$ cat config.mk
export PLATFORM = sky130hd
export DESIGN_NAME = uart_rx_oversampled
export DESIGN_NICKNAME = d
export VERILOG_FILES = /design/src/rtl/uart_rx_oversampled.sv
export SDC_FILE = /design/constraint.sdc
export NUM_CORES = 1
export LEC_CHECK = 0
export BUFFER_PORTS_ARGS = -buffer_cell sky130_fd_sc_hd__buf_2
export CAP_MARGIN = 20
export CORE_MARGIN = 2
export CORE_UTILIZATION = 45
export CTS_CLUSTER_DIAMETER = 30
export DETAILED_ROUTE_END_ITERATION = 12
export GPL_ROUTABILITY_DRIVEN = 0
export RECOVER_POWER = 100
export SLEW_MARGIN = 20
export SYNTH_ARGS = -nofsm -noshare
export SYNTH_HDL_FRONTEND = slang
export SYNTH_SLANG_ARGS = --single-unit
$ cat constraint.sdc
create_clock -name clk -period 3.5 [get_ports clk]
set_input_delay 0.175 -clock clk [delete_from_list [all_inputs] [get_ports clk]]
set_output_delay 0.175 -clock clk [all_outputs]
set_load 0.1 [all_outputs]
$ cat src/rtl/uart_rx_oversampled.sv
// uart_rx_oversampled
//   Asynchronous serial receiver driven by a 16x oversampling tick. It detects
//   the start bit, samples each data bit at its midpoint, shifts bits in LSB
//   first, checks the stop bit and strobes the received word out.
//
//   Optional feature macro: UART_RX_PARITY_EN
//     Defined: adds an even-parity bit after the data bits and a parity_err port.
//
// Ports
//   clk          : single clock, rising edge
//   reset_n      : asynchronous active-low reset
//   s_tick       : one-clk pulse at 16x baud
//   rx           : serial line, asynchronous, idle high
//   dout         : last received word (LSB = first bit on the line)
//   rx_done_tick : one-clk strobe when a frame completes
//   frame_err    : stop bit sampled low on the completed frame
//   parity_err   : parity mismatch on the completed frame (parity builds only)
module uart_rx_oversampled #(
  parameter int DBIT    = 8,
  parameter int SB_TICK = 16
) (
  input  logic            clk,
  input  logic            reset_n,
  input  logic            s_tick,
  input  logic            rx,
  output logic [DBIT-1:0] dout,
  output logic            rx_done_tick,
  output logic            frame_err
`ifdef UART_RX_PARITY_EN
  ,
  output logic            parity_err
`endif
);

  localparam int NW = (DBIT > 1) ? $clog2(DBIT) : 1;
  localparam int SW = (SB_TICK > 1) ? $clog2(SB_TICK) : 1;

  typedef enum logic [2:0] {
    IDLE  = 3'd0,
    START = 3'd1,
    DATA  = 3'd2,
    STOP  = 3'd3
`ifdef UART_RX_PARITY_EN
    ,
    PARITY = 3'd4
`endif
  } state_t;

  state_t          state_q, state_d;
  logic [3:0]      s_q, s_d;
  logic [NW-1:0]   n_q, n_d;
  logic [SW-1:0]   stop_q, stop_d;
  logic [DBIT-1:0] shreg_q, shreg_d;
  logic [DBIT-1:0] dout_q;
  logic            ferr_q;
  logic            rx_meta, rx_s;
  logic            done;
`ifdef UART_RX_PARITY_EN
  logic            par_q, par_d;
  logic            perr_q;
`endif

  // Two-flop synchronizer; idle level is 1 so reset must not look like a start.
  always_ff @(posedge clk or negedge reset_n) begin
    if (!reset_n) begin
      rx_meta <= 1'b1;
      rx_s    <= 1'b1;
    end else begin
      rx_meta <= rx;
      rx_s    <= rx_meta;
    end
  end

  always_ff @(posedge clk or negedge reset_n) begin
    if (!reset_n) begin
      state_q <= IDLE;
      s_q     <= '0;
      n_q     <= '0;
      stop_q  <= '0;
      shreg_q <= '0;
      dout_q  <= '0;
      ferr_q  <= 1'b0;
`ifdef UART_RX_PARITY_EN
      par_q   <= 1'b0;
      perr_q  <= 1'b0;
`endif
    end else begin
      state_q <= state_d;
      s_q     <= s_d;
      n_q     <= n_d;
      stop_q  <= stop_d;
      shreg_q <= shreg_d;
`ifdef UART_RX_PARITY_EN
      par_q   <= par_d;
`endif
      if (done) begin
        dout_q <= shreg_q;
        ferr_q <= ~rx_s;
`ifdef UART_RX_PARITY_EN
        perr_q <= (^shreg_q) ^ par_q;
`endif
      end
    end
  end

  always_comb begin
    state_d = state_q;
    s_d     = s_q;
    n_d     = n_q;
    stop_d  = stop_q;
    shreg_d = shreg_q;
    done    = 1'b0;
`ifdef UART_RX_PARITY_EN
    par_d   = par_q;
`endif
    case (state_q)
      IDLE: begin
        // Start detection is level based and does not wait for a tick.
        if (!rx_s) begin
          state_d = START;
          s_d     = '0;
        end
      end
      START: begin
        if (s_tick) begin
          if (s_q == 4'd7) begin
            s_d = '0;
            if (!rx_s) begin
              state_d = DATA;
              n_d     = '0;
            end else begin
              state_d = IDLE;  // line went back high: glitch, not a start
            end
          end else begin
            s_d = s_q + 4'd1;
          end
        end
      end
      DATA: begin
        if (s_tick) begin
          if (s_q == 4'd15) begin
            s_d     = '0;
            shreg_d = {rx_s, shreg_q[DBIT-1:1]};
            if (n_q == NW'(DBIT - 1)) begin
              stop_d  = '0;
`ifdef UART_RX_PARITY_EN
              state_d = PARITY;
`else
              state_d = STOP;
`endif
            end else begin
              n_d = n_q + 1'b1;
            end
          end else begin
            s_d = s_q + 4'd1;
          end
        end
      end
`ifdef UART_RX_PARITY_EN
      PARITY: begin
        if (s_tick) begin
          if (s_q == 4'd15) begin
            s_d     = '0;
            par_d   = rx_s;
            stop_d  = '0;
            state_d = STOP;
          end else begin
            s_d = s_q + 4'd1;
          end
        end
      end
`endif
      STOP: begin
        if (s_tick) begin
          if (stop_q == SW'(SB_TICK - 1)) begin
            done    = 1'b1;
            stop_d  = '0;
            state_d = IDLE;
          end else begin
            stop_d = stop_q + 1'b1;
          end
        end
      end
      default: state_d = IDLE;
    endcase
  end

  // Completion outputs bypass their holding registers in the strobe cycle so
  // the word and flags are valid together with rx_done_tick.
  assign rx_done_tick = done;
  assign dout         = done ? shreg_q : dout_q;
  assign frame_err    = done ? ~rx_s : ferr_q;
`ifdef UART_RX_PARITY_EN
  assign parity_err   = done ? ((^shreg_q) ^ par_q) : perr_q;
`endif

endmodule

After elaboration in Yosys (flattened, before gate mapping)
Index checks and enable logic that the tools add are counted.
{"block": "word_totals", "elab_cells": 73, "input_bits": 4, "ff_bits": 33, "output_inout_bits": 10}
{"block": "op_classes", "n_eq_ne": 17, "n_bitwise": 1, "n_mux": 34, "reduce_logical": 9, "addsub": 3}
{"op": "3-bit two-way mux", "count": 14}
{"op": "4-bit two-way mux", "count": 10}
{"op": "2-bit inequality test, second input constant", "count": 10}
{"op": "3-bit one-hot mux with 4 select lines", "count": 1}
{"op": "4-bit one-hot mux with 3 select lines", "count": 1}
{"op": "4-bit by 1-bit adder with 4-bit output, second input constant", "count": 2}
{"op": "4-bit == test, second input constant", "count": 2}
{"op": "8-bit two-way mux", "count": 1}
{"op": "4-bit one-hot mux with 2 select lines", "count": 1}
{"op": "8-bit AND reduction", "count": 1}
{"op": "7-bit AND reduction", "count": 1}
{"op": "3-bit by 2-bit == test with 1-bit output, second input constant", "count": 2}
{"op": "3-bit one-hot mux with 2 select lines", "count": 1}
{"op": "5-bit AND reduction", "count": 1}
{"op": "4-bit by 3-bit == test with 1-bit output, second input constant", "count": 1}
{"op": "1-bit two-way mux", "count": 4}
{"op": "4-bit AND reduction", "count": 1}
{"op": "2-bit nonzero test", "count": 2}
{"op": "3-bit by 1-bit adder with 3-bit output, second input constant", "count": 1}
{"op": "3-bit by 1-bit == test with 1-bit output, second input constant", "count": 1}
{"op": "3-bit == test, second input constant", "count": 1}
{"op": "3-bit logical NOT", "count": 1}
{"op": "3-bit AND reduction", "count": 1}
{"op": "3-bit nonzero test", "count": 1}
{"op": "2 further kinds", "count": 2}

Logic depth before layout (Yosys ltp)
{"block": "logic_depth", "word_depth": 5, "ltp_mapped": 7, "depth_no_buf": 6}

Worst setup path after synthesis
No wires, ideal clock.
{"block": "synth_timing", "path_kind": "reg2reg", "start": "register state_q[1]", "end": "register ferr_q", "setup_time_ps": 362, "arrival_time_ps": 3101, "t_required_ps": 3138, "n_path_buf": 0, "path_stages_with_launch": 4, "synth_period_minus_slack_ps": 3463, "slack_ps": 37, "cell_sequence": "dfrtp_1 ha_1 nand2_1 o31ai_1"}
{"block": "synth_via", "elab_chain_len": 3}
{"element": "start: declaration", "line": "49", "source": "state_t state_q, state_d;"}
{"element": "start signal: assignment", "line": "88", "source": "state_q <= state_d;"}
{"element": "3-bit by 2-bit == test with 1-bit output", "line": "116", "source": "case (state_q)"}
{"element": "1-bit two-way mux", "line": "116"}
{"element": "1-bit two-way mux"}
{"element": "via frame_err", "line": "28", "source": "output logic frame_err"}
{"element": "end signal: assignment", "line": "98", "source": "ferr_q <= ~rx_s;"}
{"element": "end: declaration", "line": "55", "source": "logic ferr_q;"}
The timed path passes the listed nets, and every way through them passes these cells.
A chain may end at the register's enable or synchronous reset.

Worst setup path in the final report
{"block": "layout_timing", "start": "register state_q[0]", "end": "register n_q[0]"}
{"block": "layout_via", "elab_chain_len": 3, "elab_cells_between_ends": 11, "cone_classes": "eq/ne: 8; mux: 1; reduce/logical: 2"}
{"element": "3-bit by 2-bit == test with 1-bit output / 3-bit by 1-bit == test with 1-bit output (equally long branches)", "line": "116"}
{"element": "2-bit inequality test (no line) / 2-bit nonzero test (equally long branches)"}
{"element": "7-bit AND reduction (no line)"}
{"element": "end signal: assignment", "line": "90", "source": "n_q <= n_d;"}
{"element": "end: declaration", "line": "51", "source": "logic [NW-1:0] n_q, n_d;"}
Several ways; a longest one is shown, not always the timed one.

==> impl_metrics.ini <==
[power_and_ir_drop]
power_frac_comb_pct = 33.4
power_density_nw_per_um2 = 641
sw_frac_of_total_pct = 34.5
power_frac_clock_pct = 24.4
power_frac_seq_pct = 42.2
p_switching_uw = 392
p_leak_uw = 0.000878
ir_drop_mv = 0.291
internal-power_uw = 744

[grt]
grt_pass1_wl_um = 5100
antenna_found_initial = 0
grt-ovfl-total = 0
grt_pass1_vias = 1089
grt_usage_pct = 16.4
grt_start_max_net_pins = 33

[clock_network]
cts_root_buffer = clkbuf_4
holdBufCountCts = 2
cts-buffers-inserted = 5
clkSinkCount = 32
clockBufferDepth = 2
insertion_delay_ps = 340
cts_setup_buffers = 0
cts-resized-gates = 0
cts.reportedPaths.clkPinSlew_ps = 110
cts_tree = built
htreeDepth = 2

[critical_path]
r2r-end = n_q[0]$_DFFE_PN0P_
worstPathRequired_ps = 3740
critPathLaunchType = flop
crit_type = reg2reg
arrival_ps = 3060
r2r_start = state_q[0]$_DFFE_PN0P_
cp_max_fo = 13
rrSetupSlack_ps = 680
reg2reg_depth = 6
endpoint_kind = flop

[timing]
rsz0062_at_grt = no
hold_viol = 0
slew_headroom_pct = -8.58
fin_skew_ps = 12.3
final.period_utilization_pct = 80.7
setup_slack_ps = 675
max_slew.worst_pin.slew_ps = 1630
clock.fmax_ghz = 0.354
finalSetupViolCount = 0
fin_crit_ps = 2820
fin_tns_setup_ps = 0
drv_slew = 33

[placement]
port_buffers = 13
dp_hpwl_um = 1970
pre_cts_ws_ps = 1280
place_inst = 188

[drt]
drt_first_iter_violations = 98
wl_met2_um = 1290
drt_pass1_iterations = 4
drc = 0
viasPerCell = 5.41
wire_per_inst_um = 14.0
finalWirelength_um = 2770
num_vias = 1072
top_layer_used = met4
wl_met1_um = 1310
wl_met3_um = 117
drtAntennaViolNets = 0

[status]
status = finished with violations
violations = max-capacitance violations, max-slew violations

[yosys]
synthesis.instances = 130
synth_async_sr_flop_share_pct = 100
ys_seq_elements = 32
avgSynthCellArea_sq_um = 12.3
netlist_area_sq_um = 1600
ys_warn_count = 0
ys_seq_area_share_pct = 50.2
synth.net_count = 143
ys.flop_type = dfrtp_1
ys_types = 35
synth_edf_count = 0

[floorplan]
die_y_um = 63.6
io_pins = 14
row_count = 21
core_area_sq_um = 3360
die_w_um = 63.6
die_area_sq_um = 4050
start_util_pct = 47.6

[finish]
n_fill_cell = 328
diodes = 0
area_growth_syn_to_layout_pct = 10.9
regArea_sq_um = 803
layout-drive-gt1-share_pct = 25.0
fin_nets = 164
multi_input_area_sq_um = 732
utilization_pct = 52.8
final_cells = 198

[worst_hold_path]
whs_path_depth = 3
hold_start = s_tick
hp-class = in2reg
holdPathEnd = ferr_q$_DFF_PN0_

[job]
cap_violations = 1
## critical path, stage by stage, from the launching register on
cell	delay, ps
dfrtp_1	410
inv_1	110
ha_1	360
and4bb_2	350
nor3_1	100
a2111oi_0	1040
mux2_4	350
## final cells by class
type                       instances  area share, %
clock buffer                       6           2.33
sequential                        32           45.3
clock inverter                     2           1.97
inverter                           6           1.27
multi-input combinational         91           41.3
timing repair buffer              15           4.65
tap                               46           3.24
## worst max path at each step
| stage | from | to | cells after the start | slack [ps] |
|---|---|---|---|---|
| CTS | state_q[1]$_DFFE_PN0P_ | dout[3] | 5 | 960 |
| global route | state_q[0]$_DFFE_PN0P_ | n_q[0]$_DFFE_PN0P_ | 6 | 450 |
| global placement | state_q[0]$_DFFE_PN0P_ | n_q[0]$_DFFE_PN0P_ | 6 | 1290 |
| floorplan | state_q[1]$_DFFE_PN0P_ | ferr_q$_DFF_PN0_ | 3 | 40 |
| finish | state_q[0]$_DFFE_PN0P_ | n_q[0]$_DFFE_PN0P_ | 6 | 680 |
| detailed placement | state_q[0]$_DFFE_PN0P_ | n_q[0]$_DFFE_PN0P_ | 6 | 1280 |
## layer usage
| layer | vias to the layer above | GRT usage [%] |
|---|---|---|
| li1 | 518 | - |
| met1 | 521 | 21.3 |
| met2 | 26 | 25.4 |
| met3 | 7 | 4.29 |
| met4 | 0 | 7.61 |
| met5 | - | 0 |
## power by group through the flow
stage	registers, uW	logic [uW]	clock network, uW
after global placement	481	401	0
after detailed placement	487	417	0
final	480	380	277
after CTS	479	420	283
after floorplan	471	346	0
after global routing	491	437	300
## cell usage after synthesis (all sizes together) (3+ instances only)
cell type  number  area (sq um)
ha              9           113
o21ai           7          35.0
nand2          13          48.8
nor2b           3          18.8
dfrtp          30           751
mux2           17           195
and2b           3          25.0
a21oi           3          15.0
inv             6          22.5
nor2            5          23.8
nand3           4          20.0
nand4           3          18.8
mux2i           3          30.0
## cell families after synthesis
group / after synthesis / synth area share [%]
and+or+nand+nor: 40 / 15.1
DFF: 32 / 50.2
AOI/OAI and AO/OA: 22 / 11.7
muxes: 20 / 14.1
adders and majority gates: 9 / 7.04
buffers and inverters: 7 / 1.88
## registers in the layout (all words and copies together), names as in the netlist
register  cells
state_q       2
shreg_q       8
ferr_q        1
dout_q        8
s_q           4
rx_s          1
rx_meta       1
n_q           3
stop_q        4
## cells in the final DEF (no fill, tap or decap), types with 2 or more instances in the layout
cell type      Yosys  layout
mux2_1             0       4
and4b_1            2       2
nor2_1             3       5
o21ai_0            7       7
a21oi_1            3       3
nand3_1            4       4
ha_1               9       9
and2b_2            2       2
and4bb_2           2       2
dfstp_2            2       2
clkbuf_1           0       3
buf_2              0       3
inv_1              6       6
clkbuf_2           0       8
mux2_2            16      12
dfrtp_1           30      30
o31ai_1            2       2
nor2b_1            3       3
nand4_1            3       3
mux2i_1            3       3
clkbuf_4           0       5
nor3_1             1       2
dlygate4sd3_1      0       2
nand2_1           13      13
## metrics by stage
step                hold slack [ps]  total power [uW]  cell area [sq um]
global route                    291              1230               1770
detailed placement              257               905               1720
global placement                258               882               1720
finish                          251              1140               1770
CTS                             268              1180               1810
floorplan                      -121               817               1600
Power figures use the tool's default switching activity.
